[src/rtl/pipeline_ctrl_pkg.sv]
// Shared types and default widths for the pipeline controller.
//   ctrl_state_t : controller state encoding (RUN / MEM_WAIT / HALT)
//   DEF_*        : default counter widths
package pipeline_ctrl_pkg;
  typedef enum logic [1:0] {
    RUN      = 2'd0,
    MEM_WAIT = 2'd1,
    HALT     = 2'd2
  } ctrl_state_t;

  localparam int DEF_CNT_WIDTH       = 32;
  localparam int DEF_FLUSH_CNT_WIDTH = 16;
endpackage

[src/rtl/sat_counter.sv]
// Up-counter that sticks at all-ones.
//   clk, rst_n : clock, async active-low reset (clears count)
//   en         : advance by one this edge (ignored once saturated)
//   count      : current value
module sat_counter #(
  parameter int WIDTH = 8
) (
  input  logic             clk,
  input  logic             rst_n,
  input  logic             en,
  output logic [WIDTH-1:0] count
);
  always_ff @(posedge clk or negedge rst_n) begin
    if (!rst_n)                count <= '0;
    else if (en && count != '1) count <= count + 1'b1;
  end
endmodule

[src/rtl/pipeline_ctrl.sv]
// Pipeline stall/flush/halt controller for a 5-stage core.
//   clk, rst_n            : clock, async active-low reset
//   hz_stall, hz_flush    : load-use stall / redirect from hazard unit
//   dmem_req, dmem_ack    : MEM-stage access present / completing
//   ext_halt, halt_resume : debug halt level / resume pulse
//   *_en, *_clr           : per-stage load enables and bubble inserts
//   ctrl_state            : current state (0 RUN, 1 MEM_WAIT, 2 HALT)
//   stall_cycles          : saturating count of edges with pc_en=0
//   flush_count           : saturating count of applied flushes
module pipeline_ctrl
  import pipeline_ctrl_pkg::*;
#(
  parameter int CNT_WIDTH       = DEF_CNT_WIDTH,
  parameter int FLUSH_CNT_WIDTH = DEF_FLUSH_CNT_WIDTH
) (
  input  logic                       clk,
  input  logic                       rst_n,
  input  logic                       hz_stall,
  input  logic                       hz_flush,
  input  logic                       dmem_req,
  input  logic                       dmem_ack,
  input  logic                       ext_halt,
  input  logic                       halt_resume,
  output logic                       pc_en,
  output logic                       if_id_en,
  output logic                       id_ex_en,
  output logic                       ex_mem_en,
  output logic                       mem_wb_en,
  output logic                       if_id_clr,
  output logic                       id_ex_clr,
  output logic                       mem_wb_clr,
  output logic [1:0]                 ctrl_state,
  output logic [CNT_WIDTH-1:0]       stall_cycles,
  output logic [FLUSH_CNT_WIDTH-1:0] flush_count
);
  ctrl_state_t state, state_nxt;
  logic        mem_wait;
  logic        flush_hit;

  always_ff @(posedge clk or negedge rst_n) begin
    if (!rst_n) state <= RUN;
    else        state <= state_nxt;
  end

  always_comb begin
    state_nxt  = state;
    mem_wait   = 1'b0;
    flush_hit  = 1'b0;
    pc_en      = 1'b0;
    if_id_en   = 1'b0;
    id_ex_en   = 1'b0;
    ex_mem_en  = 1'b0;
    mem_wb_en  = 1'b0;
    if_id_clr  = 1'b0;
    id_ex_clr  = 1'b0;
    mem_wb_clr = 1'b0;
    // Outputs stay all-zero while reset is asserted.
    if (rst_n) begin
      case (state)
        HALT: begin
          mem_wb_en  = 1'b1;
          mem_wb_clr = 1'b1;
          if (halt_resume) state_nxt = RUN;
        end
        default: begin // RUN, MEM_WAIT, and unused encoding 3 (acts as RUN)
          // Once in MEM_WAIT the request is implied; only the ack matters.
          mem_wait = (state == MEM_WAIT) ? !dmem_ack : (dmem_req && !dmem_ack);
          if (mem_wait) begin
            // Freeze front of pipe, drain MEM->WB with a bubble.
            mem_wb_en  = 1'b1;
            mem_wb_clr = 1'b1;
            state_nxt  = MEM_WAIT;
          end else begin
            pc_en     = 1'b1;
            if_id_en  = 1'b1;
            id_ex_en  = 1'b1;
            ex_mem_en = 1'b1;
            mem_wb_en = 1'b1;
            if (hz_flush) begin
              // Flush wins; a coincident load-use stall is moot after redirect.
              if_id_clr = 1'b1;
              id_ex_clr = 1'b1;
              flush_hit = 1'b1;
            end else if (hz_stall) begin
              pc_en     = 1'b0;
              if_id_en  = 1'b0;
              id_ex_clr = 1'b1;
            end
            state_nxt = ext_halt ? HALT : RUN;
          end
        end
      endcase
    end
  end

  assign ctrl_state = state;

  sat_counter #(.WIDTH(CNT_WIDTH)) u_stall_cnt (
    .clk   (clk),
    .rst_n (rst_n),
    .en    (!pc_en),
    .count (stall_cycles)
  );

  sat_counter #(.WIDTH(FLUSH_CNT_WIDTH)) u_flush_cnt (
    .clk   (clk),
    .rst_n (rst_n),
    .en    (flush_hit),
    .count (flush_count)
  );
endmodule

[config.mk]
export PLATFORM = sky130hd
export DESIGN_NAME = pipeline_ctrl
export DESIGN_NICKNAME = d
export VERILOG_FILES = /design/src/rtl/pipeline_ctrl_pkg.sv /design/src/rtl/sat_counter.sv /design/src/rtl/pipeline_ctrl.sv
export SDC_FILE = /design/constraint.sdc
export NUM_CORES = 1
export LEC_CHECK = 0
export CAP_MARGIN = 25
export CORE_UTILIZATION = 45
export DETAILED_ROUTE_END_ITERATION = 16
export PLACE_DENSITY = 0.86
export SLEW_MARGIN = 0
export SYNTH_ARGS = -nofsm -noshare
export SYNTH_HDL_FRONTEND = slang
export SYNTH_SLANG_ARGS = --single-unit
[constraint.sdc]
create_clock -name clk -period 2.6 [get_ports clk]
set_input_delay 0.39 -clock clk [delete_from_list [all_inputs] [get_ports clk]]
set_output_delay 0.39 -clock clk [all_outputs]
set_load 0.005 [all_outputs]
==> results of run 1 <==
==> worst min-delay path by stage <==
stage | start | endpoint | slack [ps] | cells after the start
after floorplan | rst_n | ctrl_state[0]$_DFFE_PN0P_ | 90 | 0
after global placement | rst_n | ctrl_state[1]$_DFFE_PN0P_ | 280 | 1
after detailed placement | rst_n | ctrl_state[1]$_DFFE_PN0P_ | 280 | 1
after CTS | rst_n | u_flush_cnt.count[5]$_DFFE_PN0P_ | 330 | 2
after global routing | rst_n | u_stall_cnt.count[21]$_DFFE_PN0P_ | 370 | 2
final | rst_n | u_flush_cnt.count[5]$_DFFE_PN0P_ | 300 | 2
==> final cells by class <==
| cell class | count | area [um^2] | area share, % |
|---|---|---|---|
| tap | 72 | 90.1 | 2.60 |
| clock buffer | 5 | 68.8 | 1.99 |
| inverter | 7 | 26.3 | 0.760 |
| clock inverter | 3 | 25.0 | 0.724 |
| multi-input combinational | 180 | 1250 | 36.2 |
| sequential | 50 | 1250 | 36.2 |
| timing repair buffer | 78 | 746 | 21.6 |
==> critical path: stages <==
cell and delay, ps:
clkdlybuf4s50_1 530, nand2b_1 170, o2111ai_2 150, inv_2 130, buf_4 130, buf_4 110
clkdlybuf4s50_1 490
==> cell families after synthesis <==
logic type      synth area share, %
fa+ha+maj                     0.972
buf+inv                        2.82
xor+xnor                       15.6
flops                          48.6
compound gates                 3.06
mux                           0.875
simple gates                   28.0
==> timing repair <==
item                                    4_1_cts  5_1_grt
endpoints found under the setup margin        0        2
hold endpoints to repair                      5        0
setup buffers                                 0        2
hold buffers                                  1        0
resized for setup                             0        1
==> synth_stat cells (all sizes together) <==
cell | instances | area [um^2]
and2 | 6 | 37.5
nand4 | 19 | 134
a22o | 1 | 8.76
a21oi | 3 | 15.0
nor4 | 9 | 77.6
or3 | 1 | 11.3
buf | 5 | 38.8
o22ai | 1 | 6.26
dfrtp | 50 | 1250
mux2 | 2 | 22.5
or4 | 1 | 7.51
nor2 | 11 | 41.3
and3 | 10 | 63.8
o2111ai | 2 | 23.8
o21ai | 2 | 10.0
o211ai | 2 | 15.0
nor3b | 3 | 22.5
clkbuf | 2 | 7.51
xnor2 | 30 | 263
nand2b | 7 | 43.8
and4 | 3 | 26.3
nor4b | 3 | 41.3
or2 | 1 | 6.26
nor3 | 11 | 55.1
ha | 2 | 25.0
nor2b | 1 | 6.26
nand2 | 14 | 52.6
xor2 | 16 | 140
nand3 | 19 | 95.1
inv | 7 | 26.3
==> state kept, by name, summed over array words and instances (netlist names) <==
name and flops:
ctrl_state 2, u_stall_cnt.count 32, u_flush_cnt.count 16
==> metrics by stage <==
stage	util, %	hold slack [ps]
after floorplan	-	94.4
after global placement	60.6	278
after detailed placement	60.6	279
after CTS	62.5	333
after global routing	62.8	373
final	62.8	303
==> routing by layer <==
layer  global-route usage, %  up-vias
li1                        -     1020
met1                    29.3     1042
met2                    33.8       74
met3                    3.53        7
met4                    8.68        0
met5                       0        -
==> power by group through the flow <==
stage               Combinational, mW  Sequential (mW)  Clock [mW]
detailed placement              0.554             1.03           0
global placement                0.531             1.03           0
global route                    0.620             1.04       0.514
CTS                             0.560             1.02       0.483
finish                          0.563             1.02       0.475
floorplan                       0.227             1.02           0
==> cells in the final DEF (no fill, tap or decap), types with 3 or more instances in the layout <==
cell             count
nand2_1             14
clkdlybuf4s50_1     64
nor3b_1              3
buf_4               12
xnor2_1             30
nor3_1              11
nand2b_1             7
and4_1               3
inv_1                6
xor2_1              16
nand3_1             19
nor2_1              11
and2_1               6
nor4_1               7
and3_1               9
clkbuf_8             5
nand4_1             18
dfrtp_1             50
a21oi_1              3
==> impl_metrics.toml, run 1 <==
[routing]
drt-met1-wl_um = 2750
vias = 2143
antenna_left = 0
drc = 0
wl_met2_um = 2980
first_pass_iters = 4
drtIter0Drc = 150
detail_route.wl_per_cell_um = 15.6
route.met3.wl_um = 320
postRouteWirelength_um = 6140
via_per_inst = 5.43
top_layer = "met4"

[floorplan]
die-area_um2 = 6030
die_h_um = 77.6
core_area_um2 = 5510
initial_utilization_pct = 46.8
num_rows = 27
pin_count = 66
die_w_um = 77.6

[critical_path]
ff2ff_setup_slack_ps = 430
crit_fanout = 5
crit_path_start_kind = "input pin"
r2r_end = "u_stall_cnt.count[1]$_DFFE_PN0P_"
timing.rr.start = "u_stall_cnt.count[0]$_DFFE_PN0P_"
crit_start = "dmem_ack"
cp.arrival_ps = 2100
crit_end = "id_ex_en"
end_kind = "output pin"
worstSetupPathType = "in2out"
r2r_cells = 6
crit_required_ps = 2210

[power]
p_clk_share_pct = 23.1
power_switching_share_pct = 31.2
irDropWorstVdd_v = 0.000505
p_leak_nw = 1.45
p_int_mw = 1.42
combPwrFrac_pct = 27.3
total_power_mw = 2.06
powerDensity_nw_per_um2 = 596
p_sw_uw = 642
power_frac_seq_pct = 49.6

[synth]
synth_area_um2 = 2570
seq_area_frac_synth_pct = 48.6
synth_warnings = 0
synth_cell_types = 38
ys_ff_latch = 50
synthCells = 244
syn-num-nets = 254
avgSynthCellArea_um2 = 10.6

[clock_tree]
root_buffer = "clkbuf_8"
cts_tree = "done"
numCtsBuffers = 5
htree_levels = 2
clk_pin_slew_ps = 110
clk_latency_ps = 320
clock_sinks = 50
clk_path_buf_depth = 2

[place]
gp_congestion = 0.834
placedCellCount = 384
place_ws_ps = 50.4
placed_area_um2 = 3340
hpwl_um = 4430
io_buffers = 65

[sta]
tightestPinTransition_ps = 725
setup_viol = 0
fin_tns_setup_ps = 0
hold_viol = 0
grt_setup_unrepaired = "false"
slew_headroom_pct = 51.2
drv_slew = 0
fin_skew_ps = 18.7
fin_crit_ps = 2490
setup_slack_ps = 111
period_share_pct = 95.7
max_freq_ghz = 0.402

[outcome]
status = "finished, final reports clean"

[grt]
grt_pass1_wl_um = 10200
track_usage_pct = 21.4
grt-ovfl-total = 0
grt_max_degree = 46
grt_pass1_vias = 2082
antenna_found_initial = 0

[layout]
stdcell_area_um2 = 3460
fill_cells = 430
syn2layout_area_growth_pct = 34.3
fin_nets = 332
final_cells = 395
drive_gt1_share_pct = 9.60
antennaDiodeCount = 0

[flow_run]
drv_cap = 0

[hold_path]
hold_class = "in2async"
No activity file was read; power rests on OpenSTA's default activity.
==> run 2, diff against run 1 <==
--- a/config.mk
+++ b/config.mk
@@ -9,7 +9,9 @@
 export CORE_UTILIZATION = 45
 export DETAILED_ROUTE_END_ITERATION = 16
 export PLACE_DENSITY = 0.86
+export SETUP_SLACK_MARGIN = 0.02
 export SLEW_MARGIN = 0
 export SYNTH_ARGS = -nofsm -noshare
 export SYNTH_HDL_FRONTEND = slang
 export SYNTH_SLANG_ARGS = --single-unit
+export TNS_END_PERCENT = 100
==> run 2 against run 1 <==
  * Register-to-register slack hardly changed
  * Combinational power hardly changed
  * Setup slack improved by 5.0 ps
  * Total power is 0.10% lower
  * Utilization is 0.14 points higher
  * Die area is the same
  * First-iteration DRC count down 22%
  * Flip-flop and latch count unchanged
  * Critical path type unchanged
  * Critical endpoint unchanged
  * Highest routed layer unchanged
==> impl_metrics.toml, run 2 (same netlist as run 1, synthesis figures left out) <==
[layout]
register_area_um2 = 1250
drive_gt1_share_pct = 9.91
final_cell_mix = "clkdlybuf4s50_1 (64), dfrtp_1 (50), xnor2_1 (30)"
regMostFlops = "u_stall_cnt.count"
fill_cells = 428
final_common_cell = "clkdlybuf4s50_1"
multi_input_area_um2 = 1260
fin_nets = 332
syn2layout_area_growth_pct = 34.6
final_cells = 395
final_util_pct = 62.9
antennaDiodeCount = 0
largest_reg_flops = 32

[clock_tree]
numCtsBuffers = 5
clock_sinks = 50
clk_pin_slew_ps = 100
cts_tree = "done"
clk_path_buf_depth = 2
root_buffer = "clkbuf_8"
clk_latency_ps = 320
htree_levels = 2

[sta]
max_freq_ghz = 0.403
tightestPinTransition_ps = 706
hold_viol = 0
drv_slew = 0
period_share_pct = 95.6
slew_headroom_pct = 52.5
fin_tns_setup_ps = 0
setup_viol = 0
fin_skew_ps = 14.5
grt_setup_unrepaired = "false"
fin_crit_ps = 2480

[routing]
detail_route.wl_per_cell_um = 15.5
postRouteWirelength_um = 6130
first_pass_iters = 4
drtIter0Drc = 117
drc = 0
antenna_left = 0
vias = 2162
via_per_inst = 5.47

[hold_path]
hold_class = "in2async"

[critical_path]
crit_path_start_kind = "input pin"
cp.arrival_ps = 2090
worstSetupPathType = "in2out"
crit_required_ps = 2210
end_kind = "output pin"
crit_fanout = 5

[floorplan]
initial_utilization_pct = 46.8
pin_count = 66
die-area_um2 = 6030
die_h_um = 77.6
num_rows = 27
die_w_um = 77.6
core_area_um2 = 5510

[power]
irDropWorstVdd_v = 0.000503
p_leak_nw = 1.46
powerDensity_nw_per_um2 = 594
total_power_mw = 2.06

[grt]
grt_max_degree = 46
grt_pass1_vias = 2082
grt-ovfl-total = 0
track_usage_pct = 21.4
grt_pass1_wl_um = 10200
antenna_found_initial = 0

[place]
hpwl_um = 4430
gp_congestion = 0.834
io_buffers = 65
placedCellCount = 384

[flow_run]
drv_cap = 0

[outcome]
status = "finished, final reports clean"
[run 2: worst max-delay path, stage by stage]
cell             delay (ps)
clkdlybuf4s50_1         540
nand2b_4                160
o2111ai_2               140
inv_2                   130
buf_4                   130
buf_4                   110
clkdlybuf4s50_1         490
[run 2: cell type report]
type	count	share of cell area, %
Clock inverter	3	0.722
Multi-Input combinational cell	180	36.3
Tap cell	72	2.60
Clock buffer	5	1.99
Inverter	7	0.758
Timing Repair Buffer	78	21.5
Sequential cell	50	36.1
[run 2: timing repair]
action,in CTS,in global routing
hold buffers,1,0
endpoints found under the setup margin,2,2
endpoints found under the hold margin,5,0
setup buffers,0,2
gates resized for setup,1,1
[run 2: power by group]
group | internal [mW] | switching [mW]
clock network | 0.195 | 0.277
registers | 0.878 | 0.144
logic | 0.346 | 0.219
[run 2: metrics by stage]
step	worst slack (ps)	area [um^2]	hold WS, ps
2_1_floorplan	676	2570	94.4
3_3_place_gp	64.3	3340	278
3_5_place_dp	50.4	3340	279
4_1_cts	93.7	3440	333
5_1_grt	41.1	3470	378
6_report	116	3470	310
[run 2: worst paths after layout]
path,startpoint,endpoint,slack (ps),depth (start not counted)
setup / recovery,dmem_ack,id_ex_en,120,7
hold / removal,rst_n,u_flush_cnt.count[5]$_DFFE_PN0P_,310,2
setup reg to reg,u_stall_cnt.count[0]$_DFFE_PN0P_,u_stall_cnt.count[1]$_DFFE_PN0P_,430,6
hold reg to reg,u_flush_cnt.count[11]$_DFFE_PN0P_,u_flush_cnt.count[11]$_DFFE_PN0P_,500,1
max in group asynchronous,rst_n,u_stall_cnt.count[29]$_DFFE_PN0P_,1750,2
min in group clk,rst_n,ctrl_state[0]$_DFFE_PN0P_,430,2
[run 2: metal layers]
metal / vias up / routed length [um] / track usage, %
met5: - / 0 / 0
met4: 0 / 95 / 8.68
met3: 7 / 334 / 3.53
met2: 69 / 3000 / 33.8
met1: 1063 / 2700 / 29.3
li1: 1023 / - / -
